<file path="config.mk">
export PLATFORM = sky130hd
export DESIGN_NAME = cpu_cycle_sequencer
export DESIGN_NICKNAME = d
export VERILOG_FILES = /design/src/rtl/cpu_seq_pkg.sv /design/src/rtl/mem_wait_timer.sv /design/src/rtl/cpu_cycle_sequencer.sv
export SDC_FILE = /design/constraint.sdc
export NUM_CORES = 1
export LEC_CHECK = 0
export CAP_MARGIN = 30
export CORE_MARGIN = 2
export CORE_UTILIZATION = 40
export CTS_BUF_LIST = sky130_fd_sc_hd__clkbuf_4
export DETAILED_ROUTE_END_ITERATION = 10
export GPL_TIMING_DRIVEN = 0
export PLACE_DENSITY = 0.73
export SLEW_MARGIN = 10
export SYNTH_ARGS = -nofsm -noshare
export SYNTH_HDL_FRONTEND = slang
export SYNTH_HIERARCHICAL = 1
export SYNTH_SLANG_ARGS = --single-unit
</file>
<file path="constraint.sdc">
create_clock -name clk -period 2.3 [get_ports clk]
set_input_delay 0.575 -clock clk [delete_from_list [all_inputs] [get_ports clk]]
set_output_delay 0.575 -clock clk [all_outputs]
set_load 0.05 [all_outputs]
</file>
<file path="src/rtl/cpu_seq_pkg.sv">
// cpu_seq_pkg: sequencer state encoding and opcode constants shared by the CPU cycle sequencer
package cpu_seq_pkg;
  typedef enum logic [2:0] {S_FETCH, S_DECODE, S_EXEC, S_MEM, S_WB, S_HALT} state_e;
  localparam logic [5:0] OP_HALT    = 6'd0;
  localparam logic [5:0] OP_ALU_MIN = 6'd1;
  localparam logic [5:0] OP_ALU_MAX = 6'd23;
  localparam logic [5:0] OP_LW      = 6'd24;
  localparam logic [5:0] OP_SW      = 6'd25;
  localparam logic [5:0] OP_LB      = 6'd26;
  localparam logic [5:0] OP_SB      = 6'd27;
  localparam logic [5:0] OP_J       = 6'd28;
  localparam logic [5:0] OP_JR      = 6'd29;
  function automatic logic is_store(input logic [5:0] op);
    return op == OP_SW || op == OP_SB;
  endfunction
  function automatic logic is_byte(input logic [5:0] op);
    return op == OP_LB || op == OP_SB;
  endfunction
endpackage

</file>
<file path="src/rtl/mem_wait_timer.sv">
// mem_wait_timer: counts memory wait cycles and flags expiry on the last allowed wait cycle.
//   clk, rst_n (async active-low); run_i = sequencer is in a memory-wait state;
//   ack_i = memory acknowledge; expire_o = this is wait cycle MEM_TIMEOUT with no ack.
module mem_wait_timer #(
  parameter int MEM_TIMEOUT = 255
) (
  input  logic clk,
  input  logic rst_n,
  input  logic run_i,
  input  logic ack_i,
  output logic expire_o
);
  localparam int W = $clog2(MEM_TIMEOUT + 1);
  logic [W-1:0] cnt_q, cnt_d;
  // Leaving a wait state always passes through ack, expiry or a non-wait state, so
  // clearing whenever run_i is low or ack arrives covers every state change.
  always_comb cnt_d = (run_i && !ack_i) ? cnt_q + 1'b1 : '0;
  assign expire_o = run_i && !ack_i && cnt_q == W'(MEM_TIMEOUT - 1);
  always_ff @(posedge clk or negedge rst_n)
    if (!rst_n) cnt_q <= '0;
    else cnt_q <= cnt_d;
endmodule

</file>
<file path="src/rtl/cpu_cycle_sequencer.sv">
// cpu_cycle_sequencer: multi-cycle FETCH/DECODE/EXEC/MEM/WB sequencer sharing one memory port.
//   clk; rst (async active-low); opcode = IR[31:26]; mem_ack = memory completes request.
//   mem_req/mem_we/mem_byte/mem_addr_sel drive the memory port; ir_load, pc_en,
//   reg_we_word, reg_we_byte gate IR/PC/regfile; halted, illegal, timeout status; instret count.
//   Define SEQ_MEM_TIMEOUT_EN to abandon memory waits after MEM_TIMEOUT cycles.
module cpu_cycle_sequencer
  import cpu_seq_pkg::*;
#(
  parameter int CNT_W       = 32,
  parameter int MEM_TIMEOUT = 255
) (
  input  logic             clk,
  input  logic             rst,
  input  logic [5:0]       opcode,
  input  logic             mem_ack,
  output logic             mem_req,
  output logic             mem_we,
  output logic             mem_byte,
  output logic             mem_addr_sel,
  output logic             ir_load,
  output logic             pc_en,
  output logic             reg_we_word,
  output logic             reg_we_byte,
  output logic             halted,
  output logic             illegal,
  output logic             timeout,
  output logic [CNT_W-1:0] instret
);
  state_e state_q, state_d;
  logic illegal_q, illegal_d, timeout_q, timeout_d, retire, expire;
  logic [CNT_W-1:0] instret_q, instret_d;
`ifdef SEQ_MEM_TIMEOUT_EN
  mem_wait_timer #(.MEM_TIMEOUT(MEM_TIMEOUT)) u_timer (
    .clk     (clk),
    .rst_n   (rst),
    .run_i   (state_q == S_FETCH || state_q == S_MEM),
    .ack_i   (mem_ack),
    .expire_o(expire)
  );
`else
  assign expire = 1'b0;
`endif
  always_comb begin
    state_d      = state_q;
    illegal_d    = illegal_q;
    timeout_d    = timeout_q;
    retire       = 1'b0;
    mem_req      = 1'b0;
    mem_we       = 1'b0;
    mem_byte     = 1'b0;
    mem_addr_sel = 1'b0;
    ir_load      = 1'b0;
    pc_en        = 1'b0;
    reg_we_word  = 1'b0;
    reg_we_byte  = 1'b0;
    halted       = 1'b0;
    case (state_q)
      S_FETCH: begin
        mem_req = 1'b1;
        ir_load = mem_ack;
        if (expire) begin
          state_d   = S_HALT;
          timeout_d = 1'b1;
        end else if (mem_ack) state_d = S_DECODE;
      end
      S_DECODE: begin
        state_d   = (opcode == OP_HALT || opcode[5]) ? S_HALT : S_EXEC;
        illegal_d = illegal_q | opcode[5];
      end
      S_EXEC: begin
        pc_en   = opcode >= OP_J;
        retire  = opcode >= OP_J;
        state_d = opcode >= OP_J ? S_FETCH : opcode >= OP_LW ? S_MEM : S_WB;
      end
      S_MEM: begin
        mem_req      = 1'b1;
        mem_addr_sel = 1'b1;
        mem_we       = is_store(opcode);
        mem_byte     = is_byte(opcode);
        // Stores retire on the ack cycle itself; loads still need the WB cycle.
        pc_en        = mem_ack && is_store(opcode);
        retire       = mem_ack && is_store(opcode);
        if (expire) begin
          state_d   = S_HALT;
          timeout_d = 1'b1;
        end else if (mem_ack) state_d = is_store(opcode) ? S_FETCH : S_WB;
      end
      S_WB: begin
        pc_en       = 1'b1;
        retire      = 1'b1;
        reg_we_byte = opcode == OP_LB;
        reg_we_word = opcode != OP_LB;
        state_d     = S_FETCH;
      end
      S_HALT: halted = 1'b1;
      default: state_d = S_FETCH;
    endcase
    // Reset is asynchronous, so strobes are masked combinationally to die the moment rst falls.
    {mem_req, ir_load, pc_en, reg_we_word, reg_we_byte} &= {5{rst}};
    instret_d = instret_q + CNT_W'(retire);
  end
  always_ff @(posedge clk or negedge rst)
    if (!rst) begin
      state_q   <= S_FETCH;
      illegal_q <= 1'b0;
      timeout_q <= 1'b0;
      instret_q <= '0;
    end else begin
      state_q   <= state_d;
      illegal_q <= illegal_d;
      timeout_q <= timeout_d;
      instret_q <= instret_d;
    end
  assign illegal = illegal_q;
  assign timeout = timeout_q;
  assign instret = instret_q;
endmodule

</file>
==> run_results.csv <==
group,metric,value,unit
cts,cts-buffers-inserted,5,
run,drv_cap,0,
place,hpwl,2772,um
floorplanning,fp.dieW,71.72,um
sta,post-route-period-util,97.42,%
place,gp_routability_congestion,0.7736,
sta,worst_pin_slew,0.5191,ns
setup_path,crit_arrival,1.67,ns
hold_path,hold_class,"input pin to async pin",
cts,clock-sinks,36,
floorplanning,initial_utilization,41.84,%
power,ir_worst_vdd,866.2,uV
synthesis,syn_nets,181,
cts,hold_buffers,0,
finish,layout-drive-gt1-share,23.81,%
global_route,grt_pass1_vias,1447,
finish,area_growth,41.88,%
cts,clkLatencyLatePin,0.35,ns
drt,wl,3898,um
drt,vias_per_cell,5.131,
floorplanning,die_area,5143,um2
sta,slew_headroom,65.34,%
cts,clk_pin_slew_worst_paths,0.11,ns
floorplanning,ioPinCount,52,
power,cellLeakagePower,0.001213,uW
floorplanning,rows,24,
drt,antenna_left,0,
sta,period_minus_slack,2.241,ns
synthesis,yosysUniqueCellTypes,40,
synthesis,ys.flop_type,"dfrtp_1",
setup_path,crit_type,"flop to output pin",
drt,drt_iter0_markers,70,
place,dpl_cell_area,2454,um2
synthesis,synth_warnings,6,
floorplanning,fp.dieH,71.72,um
cts,clock_path_buffers,2,
synthesis,yosysSeqAreaShare,49.11,%
finish,mostFrequentLayoutCells,"dfrtp_1, clkdlybuf4s50_1, xnor2_1",
global_route,track_usage,16.85,%
setup_path,cp-start-kind,"flop",
place,placedCellCount,273,
cts,cts_root_buffer,"clkbuf_4",
sta,fin_worst_skew,0.01637,ns
floorplanning,core,4384,um2
sta,setup_viol_count_final,0,
finish,final_common_cell,"dfrtp_1",
finish,final_area,2603,um2
synthesis,syn_inst,170,
status,status,"finished clean",
synthesis,netlist_area,1834,um2
setup_path,end_kind,"output pin",
global_route,grt_pass1_wl,6720,um
synthesis,syn_area_per_cell,10.79,um2
drt,drc,0,
synthesis,synth_seq_cells,36,
sta,hold_ws,0.07957,ns
drt,num_vias,1452,
setup_path,cp.required,1.73,ns
global_route,grt_overflow_total,0,
finish,num_antenna_cells,0,
sta,finalHoldViolations,0,
drt,dr.pass1.iters,4,
global_route,antenna_found_initial,0,
sta,rsz0062_at_grt,"yes",
cts,ctsHtreeMaxLevel,2,
cts,cts_tree,"built",
finish,nets,241,
sta,maxSlewViolCount,0,
sta,fmax,0.4463,GHz
setup_path,critPathMaxFanout,10,
place,portBuffers,50,
power,p_per_area,768.7,nW/um2
drt,routedWlPerCell,13.77,um
finish,fill_cells,388,
power,power,2001,uW
global_route,grt_max_degree,32,
finish,instances_no_fill,283,
synthesis,synth_edf_count,0,
synthesis,async_reset_ff_share,100.0,%
## cells in the mapped netlist, types with 2 or more instances
master | number | area (um2)
nand4b_1 | 2 | 17.52
dfrtp_1 | 36 | 900.9
and4_1 | 6 | 52.55
nor3_2 | 2 | 20.02
a22oi_1 | 2 | 15.01
and3_1 | 5 | 31.28
nand3_1 | 13 | 65.06
xnor2_1 | 24 | 210.2
ha_1 | 2 | 25.02
clkbuf_1 | 2 | 7.510
a31o_2 | 2 | 17.52
inv_1 | 4 | 15.01
a21oi_1 | 3 | 15.01
nand2_1 | 11 | 41.29
and2_1 | 3 | 18.77
nand4_1 | 8 | 50.05
xor2_1 | 7 | 61.31
buf_4 | 2 | 15.01
o21ai_0 | 2 | 10.01
nor2b_1 | 2 | 12.51
nor2_1 | 12 | 45.04
nor3_1 | 2 | 10.01
## per-stage QoR
stage	setup TNS, ns	setup WS (ns)	utilization (%)
floorplan	-0.01004	-0.006467	-
global placement	-36.21	-1.929	55.62
detailed placement	-21.48	-0.9320	55.96
CTS	-0.004751	-0.004751	58.93
global route	-0.3705	-0.08663	59.36
finish	0	0.05924	59.36
## logic make-up (layout without fill, tap and decap cells)
group | count (synthesis) | after routing | share of synthesized area [%]
adders and majority gates | 2 | 2 | 1.364
other | 1 | 1 | 0.2044
muxes | 1 | 1 | 0.5457
DFF | 36 | 36 | 49.11
xor gates and xnor gates | 31 | 31 | 14.80
buffers and inverters | 10 | 71 | 2.933
and+or+nand+nor | 75 | 75 | 25.65
AOI/OAI and AO/OA | 14 | 14 | 5.389
## power breakdown
part           internal (uW)  leakage, uW  switching, uW
Combinational            273     0.000684            452
Clock                    240    0.0000456            210
Sequential               702     0.000483            124
## worst max-delay path, cell delays in order (launching register included)
cell and delay (ns):
dfrtp_1 0.38, buf_2 0.18, nor2_1 0.18, and4_1 0.22, clkdlybuf4s18_2 0.37
## registers in the layout, summed over array words and instances, names as in the netlist
name,count
illegal,1
instret,32
state_q,3
## area by class of cell
class	instances	area [um2]	area share, %
timing repair buffer	54	525.5	20.19
buffer	5	35.03	1.346
multi-input combinational	124	978.4	37.60
inverter	4	15.01	0.5769
sequential	36	903.4	34.71
tap	52	65.06	2.500
clock inverter	2	35.03	1.346
clock buffer	6	45.04	1.731
## metal layers
metal	up-vias	track usage (%)	part of all wire [%]
met5	-	0	0
met4	0	7.547	1.3
met3	4	4.360	4.6
met2	29	26.54	49
met1	699	21.88	45
li1	720	-	-
## repair_timing
action,in CTS,in global routing
pin swaps,7,5
setup endpoints to repair,33,29
buffers inserted,2,1
resized for setup,58,19
## worst paths after layout
kind	start	to	slack (ns)	cells after the start
max	state_q[0]	ir_load	0.06	4
min	rst	instret[21]	0.08	1
max reg2reg	state_q[1]	instret[20]	0.10	10
min reg2reg	instret[31]	instret[31]	0.49	1
max in group asynchronous	rst	state_q[2]	1.82	2
min in group clk	instret[31]	instret[31]	0.49	1
Note: power is estimated with default switching activity, not from simulation.
